===== src/rtl/shot_clock_pkg.sv =====
// rtl/shot_clock_pkg.sv - shared types, default presets and width helper for the shot clock
package shot_clock_pkg;

    typedef enum logic [1:0] {
        S_IDLE    = 2'd0,
        S_COUNT   = 2'd1,
        S_EXPIRED = 2'd2
    } state_t;

    localparam int DEFAULT_FULL_PRESET  = 24;
    localparam int DEFAULT_SHORT_PRESET = 14;

    // Bits needed to hold values 0 .. n-1; never less than one bit.
    function automatic int cnt_width(input int n);
        return (n <= 2) ? 1 : $clog2(n);
    endfunction

endpackage


===== src/rtl/shot_clock_timer_sec_prescaler.sv =====
// rtl/shot_clock_timer_sec_prescaler.sv - divides the system clock into a one-cycle per-second tick
module sec_prescaler
    import shot_clock_pkg::*;
#(
    parameter int CLK_PER_SEC = 50_000_000
) (
    input  logic clock_in,
    input  logic reset,
    input  logic clear,
    input  logic enable,
    output logic tick
);

    localparam int              PW   = cnt_width(CLK_PER_SEC);
    localparam logic [PW-1:0]   TERM = PW'(CLK_PER_SEC - 1);

    logic [PW-1:0] cnt_q;
    logic [PW-1:0] cnt_d;

    assign tick = enable && (cnt_q == TERM);

    // clear wins over enable so a reload always restarts a full second
    always_comb begin
        cnt_d = cnt_q;
        if (clear) begin
            cnt_d = '0;
        end else if (enable) begin
            cnt_d = tick ? '0 : cnt_q + 1'b1;
        end
    end

    always_ff @(posedge clock_in) begin
        if (reset) begin
            cnt_q <= '0;
        end else begin
            cnt_q <= cnt_d;
        end
    end

endmodule


===== src/rtl/shot_clock_timer.sv =====
// rtl/shot_clock_timer.sv - down-counting shot clock with reloads, pause, expiry latch and buzzer
module shot_clock_timer
    import shot_clock_pkg::*;
#(
    parameter int W                 = 5,
    parameter int FULL_PRESET       = DEFAULT_FULL_PRESET,
    parameter int SHORT_PRESET      = DEFAULT_SHORT_PRESET,
    parameter int CLK_PER_SEC       = 50_000_000,
    parameter int BUZZ_CYCLES       = 25_000_000,
    parameter bit SHORT_KEEP_HIGHER = 1'b0
) (
    input  logic         clock_in,
    input  logic         reset,
    input  logic         load_full,
    input  logic         load_short,
    input  logic         load_custom,
    input  logic [W-1:0] custom_value,
    input  logic         run,
    output logic [W-1:0] count,
    output logic         running,
    output logic         expired,
    output logic         buzzer
);

    localparam int            BW        = cnt_width(BUZZ_CYCLES);
    localparam logic [W-1:0]  FULL_V    = W'(FULL_PRESET);
    localparam logic [W-1:0]  SHORT_V   = W'(SHORT_PRESET);
    localparam logic [BW-1:0] BUZZ_LOAD = BW'(BUZZ_CYCLES - 1);

    state_t        state_q, state_d;
    logic [W-1:0]  count_q, count_d;
    logic          expired_q, expired_d;
    logic          buzzer_q, buzzer_d;
    logic [BW-1:0] buzz_q, buzz_d;

    logic          load_any;
    logic [W-1:0]  load_val;
    logic          tick;
    logic          last_sec;

    assign load_any = load_full | load_short | load_custom;
    assign last_sec = (count_q == W'(1));

    sec_prescaler #(
        .CLK_PER_SEC (CLK_PER_SEC)
    ) u_sec_prescaler (
        .clock_in (clock_in),
        .reset    (reset),
        .clear    (load_any),
        .enable   (running),
        .tick     (tick)
    );

    // Short reload may be told never to raise the remaining time.
    always_comb begin
        load_val = custom_value;
        if (load_full) begin
            load_val = FULL_V;
        end else if (load_short) begin
            load_val = (SHORT_KEEP_HIGHER && (count_q > SHORT_V)) ? count_q : SHORT_V;
        end
    end

    always_ff @(posedge clock_in) begin
        if (reset) begin
            state_q <= S_IDLE;
        end else begin
            state_q <= state_d;
        end
    end

    always_comb begin
        state_d = state_q;
        if (load_any) begin
            state_d = (load_val != '0) ? S_COUNT : S_EXPIRED;
        end else if (tick && last_sec) begin
            state_d = S_EXPIRED;
        end
    end

    always_comb begin
        running = (state_q == S_COUNT) && run;
    end

    // A load beats a coincident tick; the buzz timer runs whether or not run is high.
    always_comb begin
        count_d   = count_q;
        expired_d = expired_q;
        buzzer_d  = buzzer_q;
        buzz_d    = buzz_q;
        if (load_any) begin
            count_d   = load_val;
            expired_d = (load_val == '0);
            buzzer_d  = 1'b0;
            buzz_d    = '0;
        end else if (tick) begin
            if (last_sec) begin
                count_d   = '0;
                expired_d = 1'b1;
                buzzer_d  = 1'b1;
                buzz_d    = BUZZ_LOAD;
            end else begin
                count_d = count_q - 1'b1;
            end
        end else if (buzzer_q) begin
            if (buzz_q == '0) begin
                buzzer_d = 1'b0;
            end else begin
                buzz_d = buzz_q - 1'b1;
            end
        end
    end

    always_ff @(posedge clock_in) begin
        if (reset) begin
            count_q   <= '0;
            expired_q <= 1'b0;
            buzzer_q  <= 1'b0;
            buzz_q    <= '0;
        end else begin
            count_q   <= count_d;
            expired_q <= expired_d;
            buzzer_q  <= buzzer_d;
            buzz_q    <= buzz_d;
        end
    end

    assign count   = count_q;
    assign expired = expired_q;
    assign buzzer  = buzzer_q;

endmodule


===== config.mk =====
export PLATFORM = sky130hd
export DESIGN_NAME = shot_clock_timer
export DESIGN_NICKNAME = d
export VERILOG_FILES = /design/src/rtl/shot_clock_pkg.sv /design/src/rtl/shot_clock_timer_sec_prescaler.sv /design/src/rtl/shot_clock_timer.sv
export SDC_FILE = /design/constraint.sdc
export NUM_CORES = 1
export LEC_CHECK = 0
export CELL_PAD_IN_SITES_DETAIL_PLACEMENT = 1
export CELL_PAD_IN_SITES_GLOBAL_PLACEMENT = 1
export CORE_MARGIN = 2
export CORE_UTILIZATION = 49
export CTS_CLUSTER_SIZE = 25
export DETAILED_ROUTE_END_ITERATION = 8
export PLACE_DENSITY_LB_ADDON = 0.1
export SYNTH_ARGS = -nofsm -noshare
export SYNTH_HDL_FRONTEND = slang
export SYNTH_HIERARCHICAL = 1
export SYNTH_SLANG_ARGS = --single-unit
export TNS_END_PERCENT = 50

===== constraint.sdc =====
create_clock -name clock_in -period 5 [get_ports clock_in]
set_input_delay 0.75 -clock clock_in [delete_from_list [all_inputs] [get_ports clock_in]]
set_output_delay 0.75 -clock clock_in [all_outputs]
set_load 0.03 [all_outputs]

== After elaboration in Yosys (flattened, before gate mapping) ==
Cells that the tools add are included.

* $add $sub $neg: 3
* Equality and inequality tests: 5
* Mux-type cells: 19
* Bitwise operators: 2
* Reduce and logical (&&, ||, !) cells: 13

{| class="wikitable"
|+ Operator list
! kind !! number
|-
| 25-bit 2-to-1 mux || 4
|-
| 26-bit by 1-bit adder with 26-bit output, second input constant || 1
|-
| 26-bit == test, second input constant || 1
|-
| 26-bit 2-to-1 mux || 1
|-
| 25-bit zero test || 1
|-
| 5-bit 2-to-1 mux || 5
|-
| 25-bit by 1-bit subtractor with 25-bit output, second input constant || 1
|-
| 2-bit nonzero test || 4
|-
| 1-bit 2-to-1 mux || 6
|-
| 2-bit 2-to-1 mux || 3
|-
| 5-bit by 1-bit == test with 1-bit output, second input constant || 1
|-
| 5-bit zero test || 1
|-
| 5-bit nonzero test || 1
|-
| 5-bit by 1-bit subtractor with 5-bit output, second input constant || 1
|-
| 1-bit logical AND || 3
|-
| 3-bit AND reduction || 1
|-
| 2-bit by 1-bit == test with 1-bit output, second input constant || 1
|-
| 2-bit by 1-bit != test with 1-bit output, second input constant || 1
|-
| 2-bit != test, second input constant || 1
|-
| 1-bit bitwise OR || 2
|-
| 2-bit AND reduction || 1
|-
| 2-bit OR reduction || 1
|}

* Flip-flop bits (word level): 60
* Input bits: 11
* Output and inout bits: 8
* Word-level logic and storage cells: 48

== Depth between registers and ports, before layout ==
Gate-level depths: netlist of run 1.

* Depth in word-level cells: 6
* Depth in mapped cells: 12
* Gate-level depth less buffers: 10

== Modules after synthesis ==
The synthesis of run 1 kept the hierarchy.

{| class="wikitable"
|+ Modules (own cells, without submodules)
! module !! times used !! cells an instance !! area each (sq um) !! sequential area each (sq um)
|-
| shot_clock_timer || 1 || 219 || 1878.1 || 680.7
|-
| sec_prescaler || 1 || 156 || 1343.8 || 520.5
|}

== Worst setup path before layout of run 1 ==
Ideal clock, no wire load.

* Path type: input -> register
* Start: in run
* End: reg count_q[3], in the netlist count[3]
* Library setup time: 130 ps
* Arrival: 2998 ps
* Data required time: 4870 ps
* Path slack: 1872 ps
* Cell stages on the path: 10
* Buffers on the path: 2
* Cell sequence: and3_1 > and3_1 > buf_2 > nand2_1 > nor3_1 > clkbuf_1 > nor4b_1 > mux2_2 > mux2i_1 > a21oi_1

* Word-level cells in the longest chain between the ends: 3

{| class="wikitable"
|+ Ends and longest elaborated chain
! element !! RTL line !! text
|-
| start, declared || shot_clock_timer.sv:18 || <nowiki>input logic run,</nowiki>
|-
| 1-bit logical AND || shot_clock_timer.sv:82 || <nowiki>running = (state_q == S_COUNT) && run;</nowiki>
|-
| 1-bit logical AND || shot_clock_timer_sec_prescaler.sv:20 || <nowiki>assign tick = enable && (cnt_q == TERM);</nowiki>
|-
| via tick || shot_clock_timer.sv:38 || <nowiki>logic tick;</nowiki>
|-
| 2-bit nonzero test (no source line) || - ||
|-
| end signal, assigned || shot_clock_timer.sv:121 || <nowiki>count_q <= count_d;</nowiki>
|-
| end, declared || shot_clock_timer.sv:31 || <nowiki>logic [W-1:0] count_q, count_d;</nowiki>
|}

The timed path passes the listed nets, and every way through them passes these cells.
A chain may end at the register's enable or synchronous reset.

== Worst setup path in the final report of run 1 ==
* Start: in run
* End: reg buzz_q[9]

* Word-level cells in the longest chain between the ends: 4
* Elaborated cells on any way between the ends: 7
* Those cells by class: 2 x eq/ne; 1 x mux; 4 x reduce/logical

{| class="wikitable"
|+ Ends and longest elaborated chain
! element !! RTL line !! text
|-
| 1-bit logical AND (*) || shot_clock_timer.sv:82 ||
|-
| 1-bit logical AND (*) || shot_clock_timer_sec_prescaler.sv:20 ||
|-
| via tick || shot_clock_timer.sv:38 ||
|-
| 2-bit != test (no source line), or another cell as far along || - ||
|-
| 3-bit AND reduction (no source line) || - ||
|-
| end signal, assigned || shot_clock_timer.sv:124 || <nowiki>buzz_q <= buzz_d;</nowiki>
|-
| end, declared || shot_clock_timer.sv:34 || <nowiki>logic [BW-1:0] buzz_q, buzz_d;</nowiki>
|}

The timed path passes the listed nets; every way through them passes the cells marked *.

==> results_dict.tcl, run 1 <==
set metrics [dict create \
    outcome "completed" \
    dp_hpwl_um 5840 \
    dieWidth_um 85.1 \
    synth_area_leader_cell "dfxtp_1" \
    worst_slew_pin_slew_ns 0.830 \
    yosysSeqAreaShare_pct 37.3 \
    drive_above_1_share_pct 10.4 \
    required_ns 5.28 \
    cp-end-kind "flop" \
    cts_tree "yes" \
    core_region_area_um2 6350 \
    min_period_over_period_pct 71.3 \
    grt.overflow.total 0 \
    rsz0062_at_grt "no" \
    fp.dieArea_um2 7240 \
    grt_pass1_wl_um 15000 \
    portBuffers 18 \
    p_seq_share_pct 46.3 \
    drc 0 \
    place_area_um2 3430 \
    cap_violations 0 \
    routed_wl_um 8670 \
    clk_pin_slew_worst_paths_ns 0.07 \
    leakage_nw 1.20 \
    switchingPower_mw 0.225 \
    synth_xor_area_share_pct 3.53 \
    fin_setup_tns_ns 0 \
    syn2layout_area_growth_pct 14.0 \
    max_freq_mhz 281 \
    ios 19 \
    start_util_pct 50.7 \
    finalClockSkew_ns 0.0106 \
    synthSimpleGateAreaFrac_pct 31.9 \
    comb_power_share_pct 4.2 \
    clkPwrFrac_pct 49.4 \
    arrival_ns 3.84 \
    viasPerCell 6.42 \
    globalplace.congestion 0.804 \
    cts_setup_buffers 0 \
    slew_violations 0 \
    n_antenna_cell 0 \
    cts-root-buf "clkbuf_8" \
    cts_buffer_depth 2 \
    synth-edff-count 0 \
    synth_flop_cell "dfxtp_1" \
    first_iter_violations 145 \
    cts_sinks 60 \
    path_max_fanout 12 \
    maxSlewHeadroom_pct 44.3 \
    first_pass_iters 4 \
    power_density_nw_per_um2 285 \
    post-route-min-period_ns 3.56 \
    htreeDepth 3 \
    synthArstFlopShare_pct 0 \
    fin_area_um2 3670 \
    syn_nets 391 \
    ir_drop_mv 0.197 \
    syn_inst 375 \
    hold_violations 0 \
    synth_top_family_by_area "simple AND/OR/NAND/NOR gates" \
    min_path_type "flop to flop" \
    crit_type "input pin to flop" \
    dieHeight_um 85.1 \
    synth_warnings 6 \
    swShare_pct 21.5 \
    ant_nets 0 \
    finalNetCount 404 \
    synth_area_per_cell_um2 8.59 \
    antenna_found_initial 0 \
    clock_latency_ns 0.35 \
    grt_pass1_vias 3082 \
    postCtsResizedCells 0 \
    synth_area_leaders "dfxtp_1 (37%), or4_1 (4.7%), or3_1 (3.9%)" \
    grt_util_all_layers_pct 25.9 \
    intPower_mw 0.821 \
    cts_buffers 9 \
    synth_seq_cells 60 \
    synth_top_area_share_pct 37.3 \
    start_kind "input pin" \
    synthMuxAreaShare_pct 2.87 \
    synthAdderAreaFrac_pct 1.94 \
    finalSetupViolations 0 \
    num_rows 29 \
    wire_per_inst_um 18.4 \
    syn_area_um2 3220 \
    via_count 3016 \
    yosysUniqueCellTypes 55 \
    grt_max_degree 19 \
    synth_compound_area_share_pct 18.5 \
    cts_hold_buf 0 \
]
-- metal layers --
layer | GRT usage [%] | up-vias | share of wire [%]
met2 | 41.1 | 72 | 48
met3 | 6.81 | 23 | 3.9
met4 | 10.5 | 0 | 2.4
met1 | 33.5 | 1469 | 46
li1 | - | 1452 | -
met5 | 0 | - | 0
-- state kept, by name, summed over array words and instances, names as in the netlist --
register,count
buzzer,1
state_q,2
count,5
u_sec_prescaler/cnt_q,26
expired,1
buzz_q,25
-- cells by family after synthesis --
group / Yosys count
simple gates: 168
compound gates: 91
flops: 60
buf+inv: 29
xor+xnor: 13
mux: 9
fa+ha+maj: 5
-- path summary, 6_finish.rpt --
kind	slack, ns	start	to	depth (start not counted)
worst min-delay path	0.47	state_q[1]	state_q[1]	2
worst max-delay path	1.44	run	buzz_q[9]	10
worst min register to register	0.47	state_q[1]	state_q[1]	2
worst max register to register	1.93	state_q[1]	buzz_q[9]	10
-- Yosys cell counts, types with 2 or more instances --
library cell	count
dfxtp_1	60
a21oi_1	24
nand2_1	24
nor2_1	24
or3_1	20
or4_1	20
o21ai_0	16
a31oi_1	13
nand3_1	13
o31ai_1	13
clkbuf_1	11
nand4_1	11
xor2_1	10
inv_1	9
nor3_1	9
a211oi_1	8
nand2b_1	8
buf_2	7
mux2i_1	7
nor4b_1	6
ha_1	5
nand3b_1	4
a2111oi_1	3
and2_1	3
and3_1	3
and4_1	3
nor4_1	3
o41ai_1	3
or2_2	3
xnor2_1	3
a21oi_2	2
mux2_2	2
or3b_2	2
or4_4	2
-- cells in the final DEF, fill, tap and decap left out, drive strengths merged, types with 4 or more instances in the layout --
| master | n |
|---|---|
| ha | 5 |
| dfxtp | 60 |
| xor2 | 10 |
| clkbuf | 12 |
| nand4 | 12 |
| nor4b | 6 |
| nand2b | 8 |
| o31ai | 14 |
| nand2 | 24 |
| and3 | 4 |
| mux2i | 7 |
| clkdlybuf4s50 | 18 |
| o21ai | 17 |
| buf | 4 |
| nor4 | 4 |
| nor2 | 24 |
| nand3b | 4 |
| nand3 | 14 |
| or4 | 22 |
| a21oi | 26 |
| a31oi | 13 |
| nor3 | 9 |
| or3 | 20 |
| and4 | 5 |
| a211oi | 8 |
| inv | 9 |
-- worst max-delay path, cell delays in order --
cell and delay [ns]:
clkdlybuf4s50_1 0.45, and3_1 0.32, and3_1 0.40, nand2_1 0.19, nor3_1 0.24, buf_4 0.21, nand2_1 0.28, buf_4 0.31
a2111oi_1 0.43, mux2i_1 0.24
-- power groups by stage --
stage / sequential, mW / clock [mW] / combinational [mW]
2_1_floorplan: 0.500 / 0 / 0.0193
3_3_place_gp: 0.496 / 0 / 0.0425
3_5_place_dp: 0.495 / 0 / 0.0439
4_1_cts: 0.485 / 0.524 / 0.0443
5_1_grt: 0.485 / 0.543 / 0.0484
6_report: 0.485 / 0.517 / 0.0443
-- final cells by class --
cell class,instances,area [µm²]
clock buffer,12,165
clock inverter,4,70.1
fill,751,2680
inverter,9,33.8
multi-input combinational,286,1900
sequential,60,1200
tap,77,96.3
timing repair buffer,22,210
-- per-stage QoR --
step	power, mW	hold WS [ns]	worst slack [ns]	util [%]	std cells
after floorplan	0.519	0.423	1.87	-	375
after global placement	0.538	0.453	1.30	54.1	454
after detailed placement	0.539	0.450	1.14	54.1	454
after CTS	1.05	0.464	1.44	57.8	470
after global routing	1.08	0.498	1.14	57.9	470
final	1.05	0.467	1.44	57.9	470
No activity file was read; power rests on OpenSTA's default activity.
==> run 2: changes to the inputs <==
--- a/config.mk
+++ b/config.mk
@@ -8,7 +8,7 @@
 export CELL_PAD_IN_SITES_DETAIL_PLACEMENT = 1
 export CELL_PAD_IN_SITES_GLOBAL_PLACEMENT = 1
 export CORE_MARGIN = 2
-export CORE_UTILIZATION = 49
+export CORE_UTILIZATION = 45
 export CTS_CLUSTER_SIZE = 25
 export DETAILED_ROUTE_END_ITERATION = 8
 export PLACE_DENSITY_LB_ADDON = 0.1
==> constraint.sdc (replaced) <==
create_clock -name clock_in -period 3.6 [get_ports clock_in]
set_input_delay 0.54 -clock clock_in [delete_from_list [all_inputs] [get_ports clock_in]]
set_output_delay 0.54 -clock clock_in [all_outputs]
set_load 0.03 [all_outputs]
==> results_dict.tcl, run 2 (synthesis results as in run 1) <==
set metrics [dict create \
    min_period_over_period_pct 83.9 \
    grt_pass1_wl_um 14300 \
    path_max_fanout 11 \
    hold_violations 0 \
    cts_hold_buf 0 \
    cp-end-kind "flop" \
    cts_sinks 60 \
    ir_drop_mv 0.172 \
    grt.overflow.total 0 \
    first_pass_iters 4 \
    finalClockSkew_ns 0.00834 \
    core_region_area_um2 6870 \
    top_register "u_sec_prescaler/cnt_q" \
    routed_wl_um 8410 \
    worst_slew_pin_slew_ns 0.800 \
    postCtsResizedCells 0 \
    cap_violations 0 \
    finalNetCount 408 \
    maxSlewHeadroom_pct 46.3 \
    switchingPower_mw 0.328 \
    seqCellArea_um2 1200 \
    comb_power_share_pct 4.4 \
    viasPerCell 6.05 \
    required_ns 3.82 \
    drc 0 \
    via_count 2982 \
    portBuffers 18 \
    post-route-min-period_ns 3.02 \
    cts-root-buf "clkbuf_8" \
    start_kind "flop" \
    clock_latency_ns 0.34 \
    clk_pin_slew_worst_paths_ns 0.07 \
    cts_setup_buffers 0 \
    globalplace.congestion 0.801 \
    swShare_pct 23.3 \
    clkPwrFrac_pct 47.9 \
    power_density_nw_per_um2 381 \
    final_cell_mix "dfxtp_1 (60), nand2_1 (24), nor2_1 (24), a21oi_1 (24)" \
    num_rows 30 \
    n_antenna_cell 0 \
    fin_ws_ns 0.581 \
    arrival_ns 3.24 \
    grt_pass1_vias 2885 \
    cts_buffers 9 \
    htreeDepth 3 \
    cts_buffer_depth 2 \
    first_iter_violations 150 \
    grt_max_degree 23 \
    antenna_found_initial 0 \
    crit_type "flop to flop" \
    dieHeight_um 88.6 \
    wire_per_inst_um 17.1 \
    final_common_cell "dfxtp_1" \
    syn2layout_area_growth_pct 14.9 \
    ios 19 \
    largest_reg_flops 26 \
    rsz0062_at_grt "no" \
    grt_util_all_layers_pct 23.3 \
    dieWidth_um 88.6 \
    multiInputGateArea_um2 1890 \
    finalSetupViolations 0 \
    intPower_mw 1.08 \
    ant_nets 0 \
    start_util_pct 46.9 \
    drive_above_1_share_pct 11.1 \
    fin_setup_tns_ns 0 \
    nFillCells 845 \
    outcome "completed" \
    max_freq_mhz 331 \
    p_seq_share_pct 47.6 \
    slew_violations 0 \
    fp.dieArea_um2 7850 \
    cts_tree "yes" \
    post-place-ws_ns 0.384 \
    min_path_type "flop to flop" \
    dp_hpwl_um 5940 \
    leakage_nw 1.21 \
]
-- run 2: cell count changes in the layout (fill, tap and decap cells not counted), sizes merged --
cell,previous run,this run
clkinvlp,0,1
buf,4,8
clkinv,2,4
clkbuf,12,9
-- run 2: stage by stage --
step	power, mW	hold slack [ns]	cells	area (µm²)	util [%]
final	1.41	0.457	493	3700	53.9
after global routing	1.46	0.481	493	3700	53.9
after CTS	1.43	0.468	493	3700	53.9
after detailed placement	0.751	0.456	477	3490	50.8
after global placement	0.749	0.454	477	3490	50.8
after floorplan	0.721	0.423	375	3220	-
-- run 2: area by class of cell --
cell class                 count  area share (%)
timing repair buffer          26            6.49
clock inverter                 7            2.47
sequential                    60            32.4
clock buffer                   9            3.35
tap                           96            3.24
multi-input combinational    286            51.1
inverter                       9           0.912
-- run 2: path summary, 6_finish.rpt --
check / start / end / slack [ns] / cells after the start
max: buzz_q[0] / buzz_q[8] / 0.58 / 7
min: state_q[1] / state_q[1] / 0.46 / 2
max reg2reg: buzz_q[0] / buzz_q[8] / 0.58 / 7
min reg2reg: state_q[1] / state_q[1] / 0.46 / 2
-- run 2: critical path, cell delays in order, from the launching register on --
cell and delay [ns]:
dfxtp_1 0.37, inv_1 0.11, ha_1 0.15, or4b_1 0.44, or4_1 0.73, o21ai_1 0.72, a211oi_1 0.23, mux2i_1 0.17
-- run 2: metal layers --
metal / wire [µm] / part of all wire (%) / GRT usage, % / vias to the layer above
li1: - / - / - / 1466
met1: 4100 / 49 / 31.8 / 1474
met2: 4020 / 48 / 37.3 / 34
met3: 194 / 2.3 / 4.10 / 8
met4: 97 / 1.2 / 7.99 / 0
met5: 0 / 0 / 0 / -
-- run 2: power groups by stage --
stage	clock network [mW]	registers, mW	logic, mW
6_report	0.677	0.673	0.0628
3_5_place_dp	0	0.688	0.0627
5_1_grt	0.722	0.674	0.0680
3_3_place_gp	0	0.688	0.0613
2_1_floorplan	0	0.694	0.0268
4_1_cts	0.690	0.673	0.0629
==> run 3: changes to the inputs <==
--- a/config.mk
+++ b/config.mk
@@ -8,7 +8,7 @@
 export CELL_PAD_IN_SITES_DETAIL_PLACEMENT = 1
 export CELL_PAD_IN_SITES_GLOBAL_PLACEMENT = 1
 export CORE_MARGIN = 2
-export CORE_UTILIZATION = 45
+export CORE_UTILIZATION = 41
 export CTS_CLUSTER_SIZE = 25
 export DETAILED_ROUTE_END_ITERATION = 8
 export PLACE_DENSITY_LB_ADDON = 0.1
==> constraint.sdc (replaced) <==
create_clock -name clock_in -period 2.7 [get_ports clock_in]
set_input_delay 0.405 -clock clock_in [delete_from_list [all_inputs] [get_ports clock_in]]
set_output_delay 0.405 -clock clock_in [all_outputs]
set_load 0.03 [all_outputs]
==> results_dict.tcl, run 3 (synthesis results as in run 1) <==
set metrics [dict create \
    outcome "completed" \
    via_count 3036 \
    min_path_type "flop to flop" \
    cp_cell_sequence "inv_1 > ha_1 > or4b_1 > or4_1 > buf_4 > o211ai_2 > or4_1 > a31oi_1" \
    use_met2_pct 36.7 \
    power_density_nw_per_um2 467 \
    cts_buffer_depth 2 \
    finalNetCount 428 \
    viasPerCell 5.87 \
    rsz0062_at_grt "no" \
    crit_type "flop to flop" \
    cts_sinks 60 \
    hold_violations 0 \
    drc 0 \
    finalClockSkew_ns 0.0109 \
    grt_pass1_vias 3058 \
    ir_drop_mv 0.211 \
    cap_violations 0 \
    grt.overflow.total 0 \
    cts-root-buf "clkbuf_8" \
    slew_violations 0 \
    dieHeight_um 92.6 \
    finalHoldWorstSlack_ns 0.453 \
    worst_path_max_delay_cell "or4_1" \
    final_cell_mix "dfxtp_1 (60), buf_4 (27), nand2_1 (24), nor2_1 (24), a21oi_1 (24)" \
    grt_max_degree 23 \
    num_rows 32 \
    clk_pin_slew_worst_paths_ns 0.07 \
    clock_latency_ns 0.34 \
    core_region_area_um2 7690 \
    use_met1_pct 27.1 \
    dp_hpwl_um 6160 \
    ant_nets 0 \
    htreeDepth 3 \
    fin_util_pct 50.1 \
    postCtsResizedCells 0 \
    n_antenna_cell 0 \
    slowest_delay_ns 0.59 \
    cp_num_buf_inv 2 \
    post-route-min-period_ns 2.51 \
    portBuffers 18 \
    syn2layout_area_growth_pct 19.5 \
    required_ns 2.91 \
    top_register "u_sec_prescaler/cnt_q" \
    path_max_fanout 6 \
    grt_util_all_layers_pct 21.4 \
    maxSlewHeadroom_pct 62.3 \
    routed_wl_um 8470 \
    ios 19 \
    wire_per_inst_um 16.4 \
    use_met3_pct 4.56 \
    dieWidth_um 92.6 \
    globalplace.congestion 0.798 \
    antenna_found_initial 0 \
    min_period_over_period_pct 92.8 \
    largest_reg_flops 26 \
    cts_hold_buf 0 \
    fp.dieArea_um2 8580 \
    cts_buffers 9 \
    crit_path_frequent_cell "or4_1" \
    final_common_cell "dfxtp_1" \
    worst_slew_pin_slew_ns 0.561 \
    first_pass_iters 4 \
    cp-end-kind "flop" \
    arrival_ns 2.71 \
    max_freq_mhz 399 \
    busiest_layer "met2" \
    cts_tree "yes" \
    start_util_pct 41.9 \
    start_kind "flop" \
    place_area_um2 3660 \
    finalSetupViolations 0 \
    first_iter_violations 107 \
    crit_family "simple AND/OR/NAND/NOR gates" \
    cts_setup_buffers 0 \
    drive_above_1_share_pct 14.9 \
    fin_area_um2 3850 \
    leakage_nw 1.30 \
    grt_pass1_wl_um 14700 \
]
run 3: changes by cell type in the layout (fill, tap and decap cells not counted):
cell and delta:
clkbuf_8 +2, and3_1 -1, clkinvlp_4 -1, clkinv_4 -1
clkinv_2 -2, bufinv_16 -1, and3_2 +1, buf_12 +1
buf_4 +19, clkbuf_1 +1
run 3: path summary, 6_finish.rpt:
| kind | slack, ns | endpoint | cells past startpoint | startpoint |
|---|---|---|---|---|
| max | 0.19 | buzz_q[11] | 8 | buzz_q[0] |
| min | 0.45 | state_q[1] | 2 | state_q[1] |
| max reg2reg | 0.19 | buzz_q[11] | 8 | buzz_q[0] |
| min reg2reg | 0.45 | state_q[1] | 2 | state_q[1] |
run 3: layout make-up:
| type | instances | area (µm²) |
|---|---|---|
| well taps | 102 | 128 |
| repair buffers | 46 | 403 |
| inverters | 9 | 33.8 |
| fillers | 935 | 3840 |
| clock buffers | 12 | 155 |
| clock inverters | 2 | 35.0 |
| multi-input cells | 286 | 1890 |
| flip-flops and latches | 60 | 1200 |
run 3: routing by layer:
layer | part of all wire [%] | wire length, µm
met3 | 2.7 | 228
met5 | 0 | 0
met1 | 48 | 4030
met2 | 49 | 4130
met4 | 0.97 | 82
run 3: power by group:
part	total (mW)	internal (mW)	switching [mW]	leakage [nW]
Combinational	0.0857	0.0405	0.0452	0.719
Sequential	0.898	0.891	0.00681	0.485
Clock	0.814	0.466	0.348	0.0983
run 3: tightest hold or removal path: cells and delay by family (launching register included):
| kind | cells | cell delay (ns) |
|---|---|---|
| compound gates | 1 | 0.05 |
| buf+inv | 1 | 0.05 |
| flops | 1 | 0.30 |
run 3: through the flow:
step	power (mW)	setup WS, ns	setup TNS (ns)	std cells
global route	1.87	0.0160	0	517
detailed placement	1.00	-0.112	-0.566	503
finish	1.80	0.195	0	517
CTS	1.82	0.205	0	517
global placement	1.00	0.0286	0	503
floorplan	0.961	0.0569	0	375
==> RTL change 1 (flow settings as in run 2) <==
`CLK_PER_SEC` is set to 50_000_000 in 2 places; all go to 100_000_000.
--- a/src/rtl/shot_clock_timer_sec_prescaler.sv
+++ b/src/rtl/shot_clock_timer_sec_prescaler.sv
@@ -4,3 +4,3 @@
 #(
-    parameter int CLK_PER_SEC = 50_000_000
+    parameter int CLK_PER_SEC = 100_000_000
 ) (
--- a/src/rtl/shot_clock_timer.sv
+++ b/src/rtl/shot_clock_timer.sv
@@ -7,3 +7,3 @@
     parameter int SHORT_PRESET      = DEFAULT_SHORT_PRESET,
-    parameter int CLK_PER_SEC       = 50_000_000,
+    parameter int CLK_PER_SEC       = 100_000_000,
     parameter int BUZZ_CYCLES       = 25_000_000,
Check against the original RTL: no difference found for any inputs over 10 cycles, from zero or initial values and one cycle with reset high; that may be too few to reach the edited logic, so the function may still have changed.
==> RTL change 1 against run 2 <==
  * Cell area up 5.5%
  * Largest cell class unchanged
  * Wire length increased by 13%
  * Area after synthesis increased by 6.9%
  * Critical path type is now input port to flip-flop
  * Combinational power rose by 5.1%
  * Synthesized cell count rose by 5.1%
  * Sequential cell count up 1
  * Worst setup slack better by 0.067 ns
  * Maximum frequency up 2.3%
  * Power fell by 1.3%
  * Sequential share of layout area is 1.2 points lower
==> RTL change 1: results (changes against run 2) <==
Outcome
  – Outcome: finished, final reports clean

Cells and area
  – Largest register FFs: 27 (+3.8%)
  – Final #Nets: 428 (+4.9%)
  – Final Non-Filler Cells: 516 (+4.7%)
  – Biggest register: u_sec_prescaler/cnt_q
  – # diodes: 0 (unchanged)
  – Share of post-route cells with drive strength above 1: 12.0% (+0.91 points)
  – Number of fill cells: 861 (+1.9%)

CTS
  – Clk buf depth: 2 (unchanged)
  – Setup Buffers After CTS: 0 (unchanged)
  – CTS clk-pin slew, worst paths: 0.07 ns (about the same)
  – CTS Buf Count: 9 (unchanged)
  – Clock latency on the worst-skew pair: 0.34 ns (about the same)
  – Post_cts resized: 0 (unchanged)
  – Max H-tree Level: 3 (unchanged)
  – Clock Tree Root: clkbuf_8

Power
  – Max IR drop VDD: 0.205 mV (+19%)
  – Leakage Power: 1.32 nW (+9.5%)

STA
  – Clock skew: 0.00829 ns (-0.0000502 ns)
  – WHS: 0.481 ns (+0.0232 ns)
  – Rel. slew slack: 58.2% (+12 points)
  – Setup total negative slack: 0 ns (unchanged)
  – Final setup fails: 0 (unchanged)

Setup path
  – Crit path DAT: 3.22 ns (-0.02 ns)
  – Reg2reg end: buzz_q[9]
  – R2R Setup Slk: 0.76 ns (+0.18 ns)
  – Largest fanout on the critical path: 15 (+4)
  – Cell depth of the worst flop-to-flop path: 8 (+1)
  – FF-to-FF Start: buzz_q[0]

Yosys
  – Area contributors post-synth: dfxtp_1, or4_1, o31ai_1
  – Post-synthesis instance total: 394 (+5.1%)
  – Post-synthesis sequential area ratio: 35.5% (-1.8 points)
  – Asr flop ratio synth: 0% (unchanged)
  – Synth Warn #: 6 (unchanged)
  – Syn Nets: 410 (+4.9%)
  – Most frequent cells after synthesis: dfxtp_1, nand2_1, or4_1, nand3_1, o31ai_1
  – Synth cell types: 60 (+9.1%)

GRT
  – GR Util met1: 35.1% (+3.3 points)
  – Antenna violations before repair: 0 (unchanged)
  – First-pass GRT wire length: 16.9 mm (+18%)
  – Via count of the first global-routing pass: 3318 (+15%)
  – Met2 Track Usage GR: 38.6% (+1.3 points)
  – Met3 track demand over resource: 3.40% (-0.70 points)
  – Overall routing resource usage: 24.7% (+1.4 points)
  – Largest net degree at the start of global routing: 20 (-13%)

Place
  – Port Buffers: 18 (unchanged)
  – Dpl hpwl: 6.78 mm (+14%)
  – Final Wtd Congestion: 0.794 (-0.89%)
  – Placed cells: 500 (+4.8%)

Routing
  – DRT Pass-1 Iters: 4 (unchanged)
  – Iter 0 DRT Violations: 165 (+10%)
  – Total wire length: 9.54 mm (+13%)
  – DR vias: 3240 (+8.7%)

Floorplanning
  – Horiz. Die Dim: 91.5 um (+3.2%)

Hold path
  – WHS Endpoint: buzz_q[7]
  – Hold Startpoint: buzz_q[7]
  – WHS Path Cells: 2 (unchanged)
  – Class of the worst hold path: flip-flop to flip-flop
## RTL change 1: cell count changes in the layout (fill, tap and decap cells not counted), moves of 6 or more
cell and change:
o21ai_0 -6, nor2_1 -8, or4_1 +6, a211oi_1 +7, a21oi_1 -10
## RTL change 1: kinds of logic after synthesis
group / Yosys count / synth area share [%]
DFF: 61 / 35.5
muxes: 9 / 2.69
xor gates and xnor gates: 11 / 2.80
buffers and inverters: 33 / 5.38
and+or+nand+nor: 185 / 33.5
AOI/OAI and AO/OA: 90 / 18.4
adders and majority gates: 5 / 1.82
## RTL change 1: worst max-delay path: stages
cell and delay (ns):
clkdlybuf4s50_1 0.45, and3_1 0.18, and4_2 0.29, nand2_4 0.14, nor3_2 0.45, nand2_1 0.36
buf_4 0.30, a2111o_1 0.36, a21oi_1 0.14
## RTL change 1: stage by stage
step                setup WS (ns)  total power, mW  cell area, um2
floorplan                   0.428            0.734            3440
global placement            0.454            0.765            3690
detailed placement          0.325            0.766            3690
CTS                         0.646             1.41            3910
global route                0.447             1.45            3910
finish                      0.648             1.39            3910
## RTL change 1: area by class of cell
cell class | instances | area, um2 | area share (%)
Clock inverter | 5 | 58.8 | 1.51
Clock buffer | 11 | 151 | 3.88
Multi-Input combinational cell | 300 | 2040 | 52.2
Tap cell | 99 | 124 | 3.17
Sequential cell | 61 | 1220 | 31.3
Timing Repair Buffer | 31 | 278 | 7.11
Inverter | 9 | 33.8 | 0.865
## RTL change 1: worst max path at each step
stage	startpoint	to	slack, ns	cells after the start
6_report	run	buzz_q[23]	0.65	9
5_1_grt	run	count[3]	0.45	10
4_1_cts	run	buzz_q[23]	0.65	9
3_5_place_dp	run	count[3]	0.33	10
3_3_place_gp	run	count[3]	0.45	10
2_1_floorplan	run	count[3]	0.43	10
## RTL change 1: metal layers
| metal | up-vias | share of wire (%) | routed length, um |
|---|---|---|---|
| li1 | 1565 | - | - |
| met1 | 1627 | 50 | 4740 |
| met2 | 37 | 47 | 4510 |
| met3 | 11 | 2.0 | 190 |
| met4 | 0 | 1.1 | 102 |
| met5 | - | 0 | 0 |
## RTL change 1: where the power goes
group          total, mW  switching [mW]  internal (mW)
sequential         0.685         0.00575          0.679
clock              0.643           0.285          0.357
combinational     0.0660          0.0355         0.0305
total               1.39           0.327           1.07
==> RTL change 2 (settings of run 2) <==
Made on the original files. Encoding of `state_t`: now one-hot (3 bits for 3 states).
--- a/src/rtl/shot_clock_pkg.sv
+++ b/src/rtl/shot_clock_pkg.sv
@@ -3,6 +3,6 @@
 
-    typedef enum logic [1:0] {
-        S_IDLE    = 2'd0,
-        S_COUNT   = 2'd1,
-        S_EXPIRED = 2'd2
+    typedef enum logic [2:0] {
+        S_IDLE    = 3'b001,
+        S_COUNT   = 3'b010,
+        S_EXPIRED = 3'b100
     } state_t;
Check against the original RTL: same outputs for any inputs over 10 cycles, from zero or initial values and one cycle with reset high; not proved beyond that.
==> RTL change 2 against run 2 <==
  * Sequential cell count grew 1
  * Critical path depth is 5 higher
  * Highest routed layer unchanged
  * Via count up 5.0%
  * Wire length increased by 4.8%
  * Area after synthesis rose by 2.6%
  * Cell area up 2.3%
  * Maximum frequency shrank 2.6%
  * Power fell by 4.9%
  * Synthesized cell count rose by 5.1%
  * Worst setup slack lost 0.080 ns
  * Count of clock-buffer cells in the layout increased by 3
==> RTL change 2: results (changes against run 2) <==
Place
  – Worst slack at placement: 0.243 ns (-0.141 ns)
  – Dpl hpwl: 6.29 mm (+5.8%)
  – Final Wtd Congestion: 0.801 (about the same)
  – Placed cells: 506 (+6.1%)
  – Post-placement cell area: 0.00361 mm2 (+3.5%)

Hold path
  – WHS Endpoint: expired

Floorplanning
  – Core Region: 0.00718 mm2 (+4.5%)

Setup path
  – Crit path DAT: 3.30 ns (+0.06 ns)
  – CP Class: input port to flip-flop
  – Crit-path slowest cell: or4b_2
  – FF-to-FF Start: u_sec_prescaler/cnt_q[0]
  – Slowest cell delay on critical path: 0.64 ns (-0.09 ns)
  – R2R Setup Slk: 0.68 ns (+0.10 ns)
  – Worst setup path startpoint: run
  – Reg2reg end: buzz_q[20]
  – Cell depth of the worst flop-to-flop path: 11 (+4)

Routing
  – Iter 0 DRT Violations: 100 (-33%)
  – Routed len/inst: 17.0 um (-0.62%)
  – WL met3: 191 um (-1.5%)
  – Met2 wire len: 4.42 mm (+9.8%)
  – DR vias: 3130 (+5.0%)
  – Total wire length: 8.82 mm (+4.8%)
  – Met1 WL: 4.06 mm (-1.0%)

Cells and area
  – Fraction of area in multi-input gates: 51.6% (+0.52 points)
  – Number of fill cells: 870 (+3.0%)
  – Multi-input gates: 304 (+6.3%)
  – FF+latch area: 0.00122 mm2 (+1.7%)
  – Layout area overhead: 14.6%
  – NonClk Buf Share: 6.74% (+0.25 points)
  – Sequential cell count: 61 (+1.7%)
  – Inverter count: 14 (+5)
  – Final #Nets: 434 (+6.4%)
  – CLK BUF: 12 (+3)

Yosys
  – Post-synthesis sequential area ratio: 36.9% (-0.35 points)
  – Area contributors post-synth: dfxtp_1, a21oi_1, or4_1
  – XOR/XNOR Fraction of Synth Area: 5.56% (+2.0 points)
  – Area share of fa/ha/maj cells after synthesis: 1.89% (-0.050 points)
  – Syn Nets: 410 (+4.9%)
  – Most frequent cells after synthesis: dfxtp_1, a21oi_1, nand2_1, nor2_1, o21ai_0
  – Synth Area in Compound Gates: 17.9% (-0.55 points)
  – Post-synthesis average cell area: 8.39 um2 (-2.3%)
  – Mux contribution to synthesized area: 0.341% (-2.5 points)

GRT
  – Met2 Track Usage GR: 38.6% (+1.3 points)
  – Met3 track demand over resource: 5.36% (+1.3 points)
  – First-pass GRT wire length: 15.1 mm (+5.9%)
  – GR Util met1: 28.7% (-3.1 points)

Power
  – Max IR drop VDD: 0.200 mV (+16%)
  – Design Power: 1.34 mW (-4.9%)
  – Switching part of the total: 22.5% (-0.77 points)
  – Clock Power: 592 uW (-13%)

CTS
  – CTS Buf Count: 9 (unchanged)

STA
  – WHS: 0.451 ns (-0.00683 ns)
  – Rel. slew slack: 55.7% (+9.4 points)

Outcome
  – Outcome: finished, final reports clean
==> RTL change 2: cell types whose count changed after synthesis, moves of 4 or more <==
| cell | before | now |
|---|---|---|
| a211oi_1 | 8 | 3 |
| a21oi_1 | 24 | 37 |
| a31oi_1 | 13 | 4 |
| clkbuf_1 | 11 | 5 |
| inv_1 | 9 | 14 |
| mux2i_1 | 7 | 0 |
| nand2_1 | 24 | 30 |
| nand2b_1 | 8 | 1 |
| nor2_1 | 24 | 28 |
| nor4_1 | 3 | 10 |
| o211ai_1 | 1 | 5 |
| o31ai_1 | 13 | 7 |
| xnor2_1 | 3 | 8 |
==> RTL change 2: logic make-up (layout without fill, tap and decap cells) <==
group	Yosys count	count (layout)
muxes	1	1
and+or+nand+nor	183	183
adders and majority gates	5	5
DFF	61	61
xor gates and xnor gates	21	21
AOI/OAI and AO/OA	94	94
buffers and inverters	29	56
